[config.mk]
export PLATFORM = sky130hd
export DESIGN_NAME = hash_verifier
export DESIGN_NICKNAME = d
export VERILOG_FILES = /design/src/rtl/hash_verifier.sv
export SDC_FILE = /design/constraint.sdc
export NUM_CORES = 1
export LEC_CHECK = 0
export ABC_CLOCK_PERIOD_IN_PS = 4100
export BUFFER_PORTS_ARGS = -buffer_cell sky130_fd_sc_hd__buf_2
export CORE_MARGIN = 8
export CORE_UTILIZATION = 25
export CTS_CLUSTER_SIZE = 24
export DETAILED_ROUTE_END_ITERATION = 10
export PLACE_DENSITY = 0.53
export SLEW_MARGIN = 25
export SYNTH_ARGS = -nofsm -noshare
export SYNTH_HDL_FRONTEND = slang
export SYNTH_SLANG_ARGS = --single-unit
[constraint.sdc]
create_clock -name clk -period 4.1 [get_ports clk]
set_clock_uncertainty 0.2 [all_clocks]
set_input_delay 0.615 -clock clk [delete_from_list [all_inputs] [get_ports clk]]
set_output_delay 0.615 -clock clk [all_outputs]
set_load 0.01 [all_outputs]
[src/rtl/hash_verifier.sv]
// hash_verifier
//   Receiving-end checker for the 16-bit time/ID hasher stream. Each accepted
//   (time, hash) token is re-hashed with a local copy of the recurrence
//   e = rotl3((h ^ t) + id), compared against the claimed hash and reported.
//   After MAX_FAIL consecutive mismatches the block locks until unlock.
//
// Ports
//   clk, rst_n           : clock, asynchronous active-low reset
//   student_id [15:0]    : hash key, captured with each accepted token
//   in_valid/in_ready    : token handshake (ready only while idle)
//   in_time, in_hash     : token payload
//   unlock               : one-cycle request to leave the locked state
//   res_valid, res_ok    : one-cycle result pulse and match flag
//   expected_hash [15:0] : last computed expected hash (held)
//   fail_count [CNT_W-1:0]: saturating total mismatch count
//   locked               : high while locked out
module hash_verifier #(
  parameter int MAX_FAIL = 3,
  parameter int CNT_W    = 8
) (
  input  logic             clk,
  input  logic             rst_n,
  input  logic [15:0]      student_id,
  input  logic             in_valid,
  input  logic [15:0]      in_time,
  input  logic [15:0]      in_hash,
  output logic             in_ready,
  input  logic             unlock,
  output logic             res_valid,
  output logic             res_ok,
  output logic [15:0]      expected_hash,
  output logic [CNT_W-1:0] fail_count,
  output logic             locked
);

  typedef enum logic [1:0] {
    ST_IDLE   = 2'd0,
    ST_CHECK  = 2'd1,
    ST_LOCKED = 2'd2
  } state_t;

  localparam logic [3:0] MAX_FAIL_C = 4'(MAX_FAIL);

  state_t             state_q, state_d;
  logic [15:0]        h_q, h_d;
  logic [15:0]        t_q, t_d;
  logic [15:0]        hash_q, hash_d;
  logic [15:0]        id_q, id_d;
  logic [15:0]        exp_q, exp_d;
  logic [3:0]         cfail_q, cfail_d;
  logic [CNT_W-1:0]   fail_q, fail_d;
  logic               res_valid_q, res_valid_d;
  logic               res_ok_q, res_ok_d;

  logic [15:0]        sum;
  logic [15:0]        e_val;
  logic [3:0]         cfail_inc;

  // Recurrence datapath from the captured token.
  assign sum = (h_q ^ t_q) + id_q;

  // Rotate left by 3: output bit gi takes input bit (gi - 3) mod 16.
  for (genvar gi = 0; gi < 16; gi++) begin : g_rotl3
    assign e_val[gi] = sum[(gi + 13) % 16];
  end

  assign cfail_inc = cfail_q + 4'd1;

  always_comb begin
    state_d     = state_q;
    h_d         = h_q;
    t_d         = t_q;
    hash_d      = hash_q;
    id_d        = id_q;
    exp_d       = exp_q;
    cfail_d     = cfail_q;
    fail_d      = fail_q;
    res_valid_d = 1'b0;
    res_ok_d    = res_ok_q;

    unique case (state_q)
      ST_IDLE: begin
        if (in_valid) begin
          t_d     = in_time;
          hash_d  = in_hash;
          id_d    = student_id;
          state_d = ST_CHECK;
        end
      end
      ST_CHECK: begin
        exp_d       = e_val;
        res_valid_d = 1'b1;
        if (e_val == hash_q) begin
          h_d      = e_val;
          cfail_d  = 4'd0;
          res_ok_d = 1'b1;
          state_d  = ST_IDLE;
        end else begin
          cfail_d  = cfail_inc;
          res_ok_d = 1'b0;
          if (fail_q != {CNT_W{1'b1}}) begin
            fail_d = fail_q + 1'b1;
          end
          state_d = (cfail_inc == MAX_FAIL_C) ? ST_LOCKED : ST_IDLE;
        end
      end
      ST_LOCKED: begin
        if (unlock) begin
          h_d     = 16'd0;
          cfail_d = 4'd0;
          state_d = ST_IDLE;
        end
      end
      default: state_d = ST_IDLE;
    endcase
  end

  always_ff @(posedge clk or negedge rst_n) begin
    if (!rst_n) begin
      state_q     <= ST_IDLE;
      h_q         <= 16'd0;
      t_q         <= 16'd0;
      hash_q      <= 16'd0;
      id_q        <= 16'd0;
      exp_q       <= 16'd0;
      cfail_q     <= 4'd0;
      fail_q      <= '0;
      res_valid_q <= 1'b0;
      res_ok_q    <= 1'b0;
    end else begin
      state_q     <= state_d;
      h_q         <= h_d;
      t_q         <= t_d;
      hash_q      <= hash_d;
      id_q        <= id_d;
      exp_q       <= exp_d;
      cfail_q     <= cfail_d;
      fail_q      <= fail_d;
      res_valid_q <= res_valid_d;
      res_ok_q    <= res_ok_d;
    end
  end

  assign in_ready      = (state_q == ST_IDLE);
  assign locked        = (state_q == ST_LOCKED);
  assign res_valid     = res_valid_q;
  assign res_ok        = res_ok_q;
  assign expected_hash = exp_q;
  assign fail_count    = fail_q;

endmodule

Word level (Yosys, flattened, before mapping)
Cells that the tools add are included.

operators by class
  add/sub/neg operators = 3
  equal/unequal tests = 8
  mux-type cells = 13
  bitwise gates (word level) = 2
  reduce and logical (&&, ||, !) cells = 7

operator list
  operator                                       count
  2-to-1 mux 16 bit                              2
  case mux 16 bit (2 select lines)               1
  adder 16 bit                                   1
  == test 16 bit                                 1
  XOR 16 bit                                     1
  adder 8 x 1 -> 8 bit, second input constant    1
  2-to-1 mux 2 bit                               4
  2-to-1 mux 4 bit                               2
  inequality test 8 bit, second input constant   1
  case mux 4 bit (2 select lines)                1
  inequality test 2 bit, second input constant   3
  case mux 2 bit (3 select lines)                1
  AND reduction 2 bit                            3
  AND reduction 3 bit                            2
  adder 4 x 1 -> 4 bit, second input constant    1
  == test 4 x 2 -> 1 bit, second input constant  1
  == test 2 x 1 -> 1 bit, second input constant  1
  == test 2 bit, second input constant           1
  zero test 2 bit                                1
  2-to-1 mux 1 bit                               2
  nonzero test 2 bit                             1
  NOT 1 bit                                      1

storage, ports and cells
  register bits = 96
  input bits = 52
  output and inout port bits = 28
  word-level logic and storage cells = 43

Longest topological paths before layout
  depth after elaboration = 5
  mapped depth = 15
  gate-level depth less buffers = 13

Worst setup path after synthesis
Ideal clock, no wire load.

  path kind = flip-flop to flip-flop
  from = reg t_q[6]
  to = reg fail_q[3] (netlist: fail_count[3])
  setup time = 0.127 ns
  data arrival time = 3.001 ns
  data required time = 3.773 ns
  path slack = 0.772 ns
  cell stages (with the launch flop) = 13
  clock period less this slack = 3.328 ns
  path through = dfrtp_1 -> xor2_1 -> ha_1 -> a21o_1 -> and3_4 -> or4_1 -> o211ai_2 -> o21ai_1 -> and4b_1 -> and4_1 -> buf_6 -> or3_4 -> xnor2_2

between the ends
  cells in the longest elaborated chain, start to end = 5

ends and longest elaborated chain
  item                           RTL line  text
  from (decl)                    46        logic [15:0] t_q, t_d;
  from (signal assigned)         133       t_q <= t_d;
  XOR 16 bit                     60        assign sum = (h_q ^ t_q) + id_q;
  adder 16 bit                   60
  == test 16 bit                 93        if (e_val == hash_q) begin
  NOT 1 bit (no line)            -
  AND reduction 3 bit (no line)  -
  to (signal assigned)           138       fail_q <= fail_d;
  to (decl)                      51        logic [CNT_W-1:0] fail_q, fail_d;

No other way between the ends.
A chain may end at the register's enable or synchronous reset.

Final worst setup path
  from = reg t_q[0]
  to = reg h_q[0]

between the ends
  cells in the longest elaborated chain, start to end = 5
  elaborated cells between the ends (all ways) = 7
  those cells by class = add/sub (1); eq/ne (2); mux (2); bitwise (1); reduce/logical (1)

ends and longest elaborated chain
  item                             RTL line  text
  XOR 16 bit *                     60
  adder 16 bit *                   60
  == test 16 bit                   93
  inequality test 2 bit (no line)  -
  AND reduction 3 bit (no line)    -
  to (signal assigned)             121       h_q <= 16'd0;
  to (signal assigned)             132       h_q <= h_d;
  to (decl)                        45        logic [15:0] h_q, h_d;

Mark *: on every way between the ends. The rest lies on a longest branch, timed or not. The select of a mux whose other input is x is not followed.

==> run summary <==
Post-synth top cells: dfrtp_1 (96), nand2_1 (54), mux2_2 (49), xor2_1 (27), o21ai_0 (22)
Final number of hold-violating endpoints: 0
Worst slew margin: 0.5015
Clock Path Buffers: 2
Final Cycle Share: 0.9342
Initial DRC count: 162
Int Pwr: 3.212 mW
WS Path Type: reg2reg
Register area share after synthesis: 0.4569
CTS tree: yes
CP max FO: 16
Setup TNS: 0 ns
Top-count cell post-synth: dfrtp_1
Clk pwr share: 0.141
Setup WS pre-CTS: 0.1708 ns
Fin. max-slew vios: 0
Wirelength per Cell: 16.30 µm
Total grt overflow: 0
Post-synth top area cell: dfrtp_1
Post-synth top area share: 0.4569
FILL cells: 2171
Worst Hold Class: in2async
Sw power: 2.509 mW
Critical Path End Type: flop
Synth Register Bits: 96
Port buffer count: 79
RSZ-0062 raised after global routing: false
Net Sw Frac: 0.4386
Reg area: 0.002402 mm²
Max_cap viols: 0
Top_reg_cell synth: dfrtp_1
Area grow syn2layout: 18.16%
First-pass GRT wire length: 22320 µm
Ant diodes: 0
Die Height: 161.0 µm
Io pins: 80
WP data required: 4.14 ns
Worst path bufs/invs: 1
Post-CTS Setup Inserts: 0
Clock insertion delay at the later pin of the skew report: 0.35 ns
Layout cells sized above 1: 0.3045
H-tree Lvls: 3
CP startpoint kind: flop
Worst-margin pin slew: 0.7478 ns
PwrDens: 920.8 mW/mm²
Ys async rst share: 1.000
CP max stage delay: 0.41 ns
Post-CTS Resized: 0
Clock transition at the registers of the reported paths: 0.07 ns
Synth cell types: 64
Gr usage total: 0.1088
Syn Nets: 546
Initial antenna violation count: 1
Maximum vdd ir drop: 252.6 µV
Post-Syn Area: 0.005258 mm²
Gpl congestion: 0.8489
DRC Markers: 0
Drt via density: 4.577
F_max: 261.1 MHz
Die area: 0.02593 mm²
Core area: 0.02082 mm²
Fin util: 0.2983
Post-cts hold buffer count: 0
Mapped Cells: 472
Final worst slack: 0.2698 ns
Antenna violation net count after detailed routing: 0
Hold Slack: 0.1146 ns
Routed wire length: 13530 µm
Part of the power in registers: 0.278
Ys Warns: 0
Initial Util: 0.2525
Critical path cell sequence: xor2_1 -> ha_1 -> inv_1 -> fa_1 -> nor2b_1 -> o2111ai_1 -> a31oi_1 -> nor2_1 -> xnor3_2 -> nor4_2 -> and4_2 -> nand2_8 -> a31o_2
CTS root buf: clkbuf_16
Crit path time final: 3.830 ns
Vias in the first global route: 4051
NumNets Final: 624
Pwr Total: 5.720 mW
DR vias: 3799
CP max-delay cell: and4_2
Post-synth EDFFs: 0
Area of the multi-input gates: 0.002671 mm²
Top cells by area, synth: dfrtp_1 (46%), mux2_2 (10%), ha_1 (5.0%), xor2_1 (4.5%), nand2_1 (3.9%)
Leakage power total: 2.935 nW
Clock buffer count from CTS: 9
Combinational fraction of design power: 0.581
Final setup vio count: 0
Clock sinks: 96
Largest net degree at the start of global routing: 58
Die width: 161.0 µm
Syn_area_per_cell: 11.14 µm²
Outcome: completed
# rows: 53
Placed wire-length estimate: 10720 µm
DRT Pass-1 Iters: 5
Critical Path AT: 3.87 ns
Delay-heaviest family, CP: simple AND/OR/NAND/NOR gates
[area by class of cell]
type,count,share of cell area
Timing Repair Buffer,87,0.07372
Sequential cell,96,0.3867
Inverter,15,0.009063
Clock buffer,10,0.03686
Clock inverter,6,0.008258
Multi-Input combinational cell,341,0.4300
Tap cell,275,0.05539
[registers in the layout, indices dropped and copies added (netlist names)]
name           count
expected_hash     16
h_q               16
hash_q            16
id_q              16
t_q               16
fail_count         8
cfail_q            4
state_q            2
res_ok             1
res_valid          1
[placed cells by master (no fill, tap or decap), drive strengths merged, types with 12 or more instances in the layout]
| cell | n |
|---|---|
| inv | 17 |
| o21ai | 24 |
| xor2 | 27 |
| a21oi | 15 |
| mux2i | 14 |
| ha | 21 |
| nand2 | 55 |
| buf | 87 |
| mux2 | 49 |
| nand3 | 12 |
| xnor2 | 18 |
| dfrtp | 96 |
[metrics by stage]
step	instances	area, µm²
global route	830	6212
detailed placement	814	5931
global placement	814	5929
finish	830	6212
CTS	830	6211
floorplan	472	5258
[final timing paths]
kind / from / endpoint / slack, ns / cells after the start
setup / recovery: t_q[0]$_DFFE_PN0P_ / h_q[0]$_DFFE_PN0P_ / 0.27 / 13
hold reg to reg: expected_hash[8]$_DFFE_PN0P_ / expected_hash[8]$_DFFE_PN0P_ / 0.28 / 2
setup reg to reg: t_q[0]$_DFFE_PN0P_ / h_q[0]$_DFFE_PN0P_ / 0.27 / 13
min in group clk: expected_hash[8]$_DFFE_PN0P_ / expected_hash[8]$_DFFE_PN0P_ / 0.28 / 2
hold / removal: rst_n / expected_hash[4]$_DFFE_PN0P_ / 0.11 / 2
max in group asynchronous: rst_n / id_q[14]$_DFFE_PN0P_ / 2.98 / 2
[cells by family (layout without fill, tap and decap cells)]
group / Yosys count / after routing / synth area share
mux: 63 / 63 / 0.1316
flops: 96 / 96 / 0.4569
simple gates: 121 / 121 / 0.1190
xor+xnor: 48 / 48 / 0.08972
compound gates: 87 / 87 / 0.1133
fa+ha+maj: 22 / 22 / 0.05378
buf+inv: 35 / 118 / 0.03569
[metal layers]
| layer | up-vias | routed length (µm) | GRT usage |
|---|---|---|---|
| met5 | - | 8 | 0 |
| met4 | 2 | 120 | 0.02399 |
| met3 | 11 | 764 | 0.03589 |
| met2 | 74 | 6172 | 0.1688 |
| met1 | 1876 | 6463 | 0.1444 |
| li1 | 1836 | - | - |
[power by group through the flow]
stage / Sequential, mW / Combinational [mW] / Clock, mW
final: 1.59 / 3.33 / 0.806
after global routing: 1.65 / 3.71 / 0.873
after CTS: 1.60 / 3.37 / 0.832
after detailed placement: 1.62 / 3.36 / 0
after global placement: 1.60 / 3.33 / 0
after floorplan: 1.58 / 2.41 / 0
Power figures use the tool's default switching activity.
